===== config.mk =====
export PLATFORM = sky130hd
export DESIGN_NAME = car_park_multilane
export DESIGN_NICKNAME = d
export VERILOG_FILES = /design/src/rtl/car_park_pkg.sv /design/src/rtl/car_park_multilane_lane_dir_fsm.sv /design/src/rtl/car_park_multilane.sv
export SDC_FILE = /design/constraint.sdc
export NUM_CORES = 1
export LEC_CHECK = 0
export ABC_CLOCK_PERIOD_IN_PS = 5200
export BUFFER_PORTS_ARGS = -buffer_cell sky130_fd_sc_hd__buf_4
export CORE_MARGIN = 5
export CORE_UTILIZATION = 59
export DETAILED_ROUTE_END_ITERATION = 8
export GPL_ROUTABILITY_DRIVEN = 0
export PLACE_DENSITY = 0.87
export SYNTH_ARGS = -nofsm -noshare
export SYNTH_HDL_FRONTEND = slang
export SYNTH_SLANG_ARGS = --single-unit
export TNS_END_PERCENT = 1

===== constraint.sdc =====
create_clock -name clk -period 5.2 [get_ports clk]
set_clock_uncertainty 0.2 [all_clocks]
set_input_delay 0.26 -clock clk [delete_from_list [all_inputs] [get_ports clk]]
set_output_delay 0.26 -clock clk [all_outputs]
set_load 0.005 [all_outputs]

===== src/rtl/car_park_pkg.sv =====
// Shared types and helpers for the multilane car-park occupancy block.
package car_park_pkg;

    typedef enum logic [2:0] {
        IDLE, EN1, EN2, EN3, EX1, EX2, EX3, ERR
    } lane_state_t;

    // Sensor patterns written {a,b}.
    localparam logic [1:0] P_NONE = 2'b00;
    localparam logic [1:0] P_A    = 2'b10;
    localparam logic [1:0] P_AB   = 2'b11;
    localparam logic [1:0] P_B    = 2'b01;

    function automatic logic [3:0] popcount8(input logic [7:0] v);
        logic [3:0] n;
        n = '0;
        for (int i = 0; i < 8; i++) n = n + 4'(v[i]);
        return n;
    endfunction

endpackage


===== src/rtl/car_park_multilane_lane_dir_fsm.sv =====
// Per-lane direction decoder: turns a complete a/b beam sequence into one enter or exit pulse.
module lane_dir_fsm
    import car_park_pkg::*;
(
    input  logic clk,
    input  logic reset,
    input  logic a,
    input  logic b,
    output logic enter_pulse,
    output logic exit_pulse
);

    lane_state_t state;
    logic [1:0]  p;

    assign p = {a, b};

    // NOTE: sequential state uses non-blocking assignments so every register samples pre-edge values.
    always_ff @(posedge clk) begin
        if (!reset) begin
            state       <= IDLE;
            enter_pulse <= 1'b0;
            exit_pulse  <= 1'b0;
        end else begin
            enter_pulse <= 1'b0;
            exit_pulse  <= 1'b0;
            if (p == P_NONE) begin
                // Beams clear: a pass completes only from the last step, otherwise it is aborted.
                state       <= IDLE;
                enter_pulse <= (state == EN3);
                exit_pulse  <= (state == EX3);
            end else begin
                case (state)
                    IDLE: state <= (p == P_A) ? EN1 : (p == P_B) ? EX1 : ERR;
                    EN1:  state <= (p == P_A) ? EN1 : (p == P_AB) ? EN2 : ERR;
                    EN2:  state <= (p == P_A) ? EN1 : (p == P_B) ? EN3 : EN2;
                    EN3:  state <= (p == P_B) ? EN3 : (p == P_AB) ? EN2 : ERR;
                    EX1:  state <= (p == P_B) ? EX1 : (p == P_AB) ? EX2 : ERR;
                    EX2:  state <= (p == P_B) ? EX1 : (p == P_A) ? EX3 : EX2;
                    EX3:  state <= (p == P_A) ? EX3 : (p == P_AB) ? EX2 : ERR;
                    default: state <= ERR;
                endcase
            end
        end
    end

endmodule


===== src/rtl/car_park_multilane.sv =====
// Multilane car-park occupancy: per-lane direction FSMs feeding one saturating occupancy counter.
module car_park_multilane
    import car_park_pkg::*;
#(
    parameter  int LANES    = 2,
    parameter  int CAPACITY = 15,
    localparam int CNT_W    = $clog2(CAPACITY + 1)
) (
    input  logic             clk,
    input  logic             reset,
    input  logic [LANES-1:0] a,
    input  logic [LANES-1:0] b,
    output logic [CNT_W-1:0] total,
    output logic             full,
    output logic             empty,
    output logic [LANES-1:0] enter_pulse,
    output logic [LANES-1:0] exit_pulse,
    output logic             overflow,
    output logic             underflow
);

    localparam logic        [CNT_W-1:0] CAP_U = CNT_W'(CAPACITY);
    localparam logic signed [CNT_W+3:0] CAP_S = (CNT_W + 4)'(CAPACITY);

    for (genvar i = 0; i < LANES; i++) begin : g_lane
        lane_dir_fsm u_lane (
            .clk         (clk),
            .reset       (reset),
            .a           (a[i]),
            .b           (b[i]),
            .enter_pulse (enter_pulse[i]),
            .exit_pulse  (exit_pulse[i])
        );
    end

    logic [3:0]              n_in;
    logic [3:0]              n_out;
    logic signed [CNT_W+3:0] req;

    // NOTE: every always_comb output gets a default first so no latch can be inferred.
    always_comb begin
        n_in  = popcount8(8'(enter_pulse));
        n_out = popcount8(8'(exit_pulse));
        req   = $signed({4'b0000, total})
              + $signed({{CNT_W{1'b0}}, n_in})
              - $signed({{CNT_W{1'b0}}, n_out});
    end

    always_ff @(posedge clk) begin
        if (!reset) begin
            total     <= '0;
            overflow  <= 1'b0;
            underflow <= 1'b0;
        end else begin
            overflow  <= 1'b0;
            underflow <= 1'b0;
            if (req > CAP_S) begin
                total    <= CAP_U;
                overflow <= 1'b1;
            end else if (req[CNT_W+3]) begin
                total     <= '0;
                underflow <= 1'b1;
            end else begin
                total <= req[CNT_W-1:0];
            end
        end
    end

    assign full  = (total == CAP_U);
    assign empty = (total == '0);

endmodule


==> metrics list <==
- The mapped netlist covers 1127 um2.
- Cell accounting for the most synthesized area: sky130_fd_sc_hd__dfxtp_1
- After routing, the total negative slack on setup checks comes to 0 ps.
* Clock latency at the later pin of the worst-skew pair: 280 ps
- Setup violations remaining at the end of the flow were counted as 0.
- During I/O placement, the number of pins put on the boundary was 18.
* Max Fanout on Critical Path: 5
- The internal power of the cells totals 0.2745 mW.
* Global-route wire length before repair: 3456 um
* Final Slew Violations: 0
* Die outline width: 53.71 um
* Number of clock sinks seen by CTS: 16
- For the worst flop-to-flop path, the logic depth is 9.
* Worst setup path class: flip-flop to flip-flop
- Once layout is complete, the cells apart from fillers number 166.
- STA classifies the critical path endpoint as a flip-flop.
- Total global routing overflow: 0
* Signed area change from the synthesized netlist to the final layout: 11.76%
* Dominant cells by area after synthesis: sky130_fd_sc_hd__dfxtp_1, sky130_fd_sc_hd__ha_1, sky130_fd_sc_hd__inv_1
- Worst IR Drop VDD: 0.0002077 V
- Shortest period the worst path allows: 2650 ps
- Final layout net count: 168
* Vertical die dimension: 53.71 um
- For this design the total switching power over the nets is 0.1530 mW.
- Power density over the cells: 339.3 nW/um2
* Global-route total usage across every layer: 16.39%
* Antenna violation net count after detailed routing: 0
* Antenna violations before repair: 0
- Most repeated cell in the gate-level netlist after synthesis: sky130_fd_sc_hd__inv_1
* Result of the run: complete, no violations
- Effective utilization at floorplan: 63.90%
- Clock power share: 14.1%
* CTS Buffer Depth: 2
- Post-DR wirelength/cell: 12.42 um
* Final WL: 2061 um
- After synthesis, the netlist uses 34 different library cells.
* Core area: 1764 um2
* Total chip power: 0.4275 mW
- The worst path uses 50.97% of the clock period.
- During synthesis, Yosys emitted a total of 0 warnings.
- Number of buffers inserted to repair setup after CTS: 0
* Quantity of hold-fixing buffers added after cts: 0
* Highest achievable clock rate: 377.3 MHz
- Data on the critical path is required at its endpoint by 5130 ps.
- Number of optimization iterations in the first detailed-route pass: 4
- For the pin with the worst max-slew slack, the measured transition is 552.2 ps.
- Clock transition at the registers of the reported paths: 80 ps
- Counting flops with an async set or reset pin after synthesis yields a share of 0%.
* HPWL after detailed placement: 1691 um
- The analysis attributes to cell leakage a power of 0.5843 nW.
* Detailed-route DRC error count: 0
* Most frequently used flop master after synthesis: sky130_fd_sc_hd__dfxtp_1
* Via-per-instance ratio: 5.355
- Max-cap violations in this run came to 0.
- After synthesis the netlist holds a flip-flop and latch count of 16.
- Switching Share: 35.78%
- STA puts the critical path data arrival time at 2580 ps.
- DP Cell Count: 163
- Summing the sequential cell areas from Yosys gives 28.41% of the chip area.
- Post-route core utilization: 71.42%
- CTS tree: done
- Launch instance of the worst min-delay path: reset
- In this run the tightest slew margin relative to its limit is 62.87%.
* Worst reg2reg path endpoint: total[3]
- Sink of the worst hold path: underflow
* Most frequent cells after synthesis: sky130_fd_sc_hd__inv_1, sky130_fd_sc_hd__dfxtp_1, sky130_fd_sc_hd__ha_1
* Violation count after the first detailed-route iteration: 10
- The number of global-route vias before repair was 845.
- Startpoint types: flip-flop
- Sequential share of power: 41.2%
- Buffers inserted during clock tree synthesis total 3.
- Setup repair after global routing left no endpoint under its margin.
- In this run, synthesis inferred 0 flip-flops with an integrated enable.
- Count of buffers inserted at the top-level ports: 17
* Mapped Avg Cell Area: 8.672 um2
* Share of layout cells above drive strength 1: 16.31%
- Final Hold Viols: 0
* Count of inserted antenna diode cells: 0
- The number of nets handed over by synthesis was 155.
- In the synthesized netlist, the number of instances is 130.
- Hold-critical path depth: 2
- CTS Root Cell: sky130_fd_sc_hd__clkbuf_4
* Worst reg2reg path startpoint: g_lane[0].u_lane.exit_pulse
- Detailed-route via count: 889
- Reg-to-reg setup timing slack: 2550 ps
- Entering global routing, the biggest net connects 12 pins.
- In this run the number of H-tree levels came out at 1.
- Min-Delay Path Class: primary input to flip-flop
* Row cnt: 15
- Post-CTS repair changed the size of 0 cells.
- Full die area: 2885 um2
- Combinational power share: 44.7%
- Of the post-synthesis cell area, the dominant cell type holds 28.41%.
-- kinds of logic (layout without fill, tap and decap cells) --
kind of cell	Yosys count	in the layout	synth area share (%)
xor gates and xnor gates	2	2	1.554
AOI/OAI and AO/OA	22	22	13.32
DFF	16	16	28.41
and+or+nand+nor	41	41	22.31
adders and majority gates	19	19	23.09
buffers and inverters	30	41	11.32
-- metrics by stage --
stage | hold slack [ps] | area [um2] | setup slack [ps]
after global placement | 378.4 | 1237 | 2687
final | 90.56 | 1260 | 2550
after global routing | 93.67 | 1260 | 2443
after detailed placement | 382.5 | 1237 | 2571
after CTS | 89.54 | 1260 | 2558
after floorplan | 225.6 | 1127 | 2800
-- power groups by stage --
stage,clock [mW],combinational (mW),sequential [mW]
after floorplan,0,0.137,0.166
after global placement,0,0.185,0.177
after detailed placement,0,0.192,0.179
after CTS,0.0615,0.193,0.176
after global routing,0.0692,0.214,0.181
final,0.0601,0.191,0.176
-- metal layers --
layer	wire length (um)	vias to the layer above	global-route usage (%)
li1	-	455	-
met4	64	0	10.21
met2	1003	22	29.23
met3	76	7	1.662
met5	0	-	0
met1	916	405	18.40
-- worst max-delay path by stage --
stage          slack (ps)                         from        to
2_1_floorplan        2800  g_lane[0].u_lane.exit_pulse  total[0]
3_3_place_gp         2690  g_lane[0].u_lane.exit_pulse  total[0]
6_report             2550  g_lane[0].u_lane.exit_pulse  total[3]
4_1_cts              2560  g_lane[0].u_lane.exit_pulse  total[3]
3_5_place_dp         2570  g_lane[0].u_lane.exit_pulse  total[3]
5_1_grt              2440  g_lane[0].u_lane.exit_pulse  total[3]
-- flip-flops by register name, summed over array words and instances, names as in the netlist --
| signal | count |
|---|---|
| g_lane.u_lane.enter_pulse | 2 |
| g_lane.u_lane.exit_pulse | 2 |
| g_lane.u_lane.state | 6 |
| overflow | 1 |
| total | 4 |
| underflow | 1 |
-- worst max-delay path, cell delays in order (launching register included) --
cell	delay [ps]
sky130_fd_sc_hd__dfxtp_1	340
sky130_fd_sc_hd__inv_1	60
sky130_fd_sc_hd__fa_1	480
sky130_fd_sc_hd__inv_1	80
sky130_fd_sc_hd__fa_1	150
sky130_fd_sc_hd__inv_1	40
sky130_fd_sc_hd__ha_1	190
sky130_fd_sc_hd__fa_1	410
sky130_fd_sc_hd__o21ai_0	460
sky130_fd_sc_hd__a31oi_1	110
-- cell usage in the layout (no fill, tap or decap) --
cell / Yosys / layout
sky130_fd_sc_hd__a311o_1: 2 / 2
sky130_fd_sc_hd__a211oi_1: 1 / 1
sky130_fd_sc_hd__nor4_1: 1 / 1
sky130_fd_sc_hd__a311oi_1: 1 / 1
sky130_fd_sc_hd__a31oi_1: 5 / 5
sky130_fd_sc_hd__and3_1: 1 / 1
sky130_fd_sc_hd__and2b_4: 1 / 1
sky130_fd_sc_hd__o221ai_1: 1 / 1
sky130_fd_sc_hd__dfxtp_1: 16 / 16
sky130_fd_sc_hd__fa_1: 3 / 3
sky130_fd_sc_hd__a2111oi_0: 1 / 1
sky130_fd_sc_hd__nor3b_1: 5 / 5
sky130_fd_sc_hd__inv_1: 21 / 21
sky130_fd_sc_hd__o31ai_1: 2 / 2
sky130_fd_sc_hd__nand3_1: 4 / 4
sky130_fd_sc_hd__nor3_1: 5 / 5
sky130_fd_sc_hd__or4_4: 1 / 1
sky130_fd_sc_hd__or3b_2: 1 / 1
sky130_fd_sc_hd__buf_4: 4 / 17
sky130_fd_sc_hd__nor2b_1: 4 / 4
sky130_fd_sc_hd__a21boi_0: 1 / 1
sky130_fd_sc_hd__a21boi_1: 1 / 1
sky130_fd_sc_hd__ha_1: 16 / 16
sky130_fd_sc_hd__nor2_1: 5 / 5
sky130_fd_sc_hd__clkbuf_4: 0 / 3
sky130_fd_sc_hd__xor2_1: 1 / 1
sky130_fd_sc_hd__xnor2_1: 1 / 1
sky130_fd_sc_hd__a21oi_1: 3 / 3
sky130_fd_sc_hd__o21ai_0: 4 / 4
sky130_fd_sc_hd__nand2_1: 2 / 2
sky130_fd_sc_hd__and3b_1: 2 / 2
sky130_fd_sc_hd__and2_0: 1 / 1
sky130_fd_sc_hd__nand3b_1: 1 / 1
sky130_fd_sc_hd__nand2b_1: 7 / 7
-- cell type report --
cell class	count	area, um2
fillers	163	504.2
flip-flops and latches	16	320.3
well taps	25	31.28
multi-input cells	84	679.4
inverters	21	78.83
repair buffers	17	127.6
clock buffers	3	22.52
No activity file was read; power rests on OpenSTA's default activity.
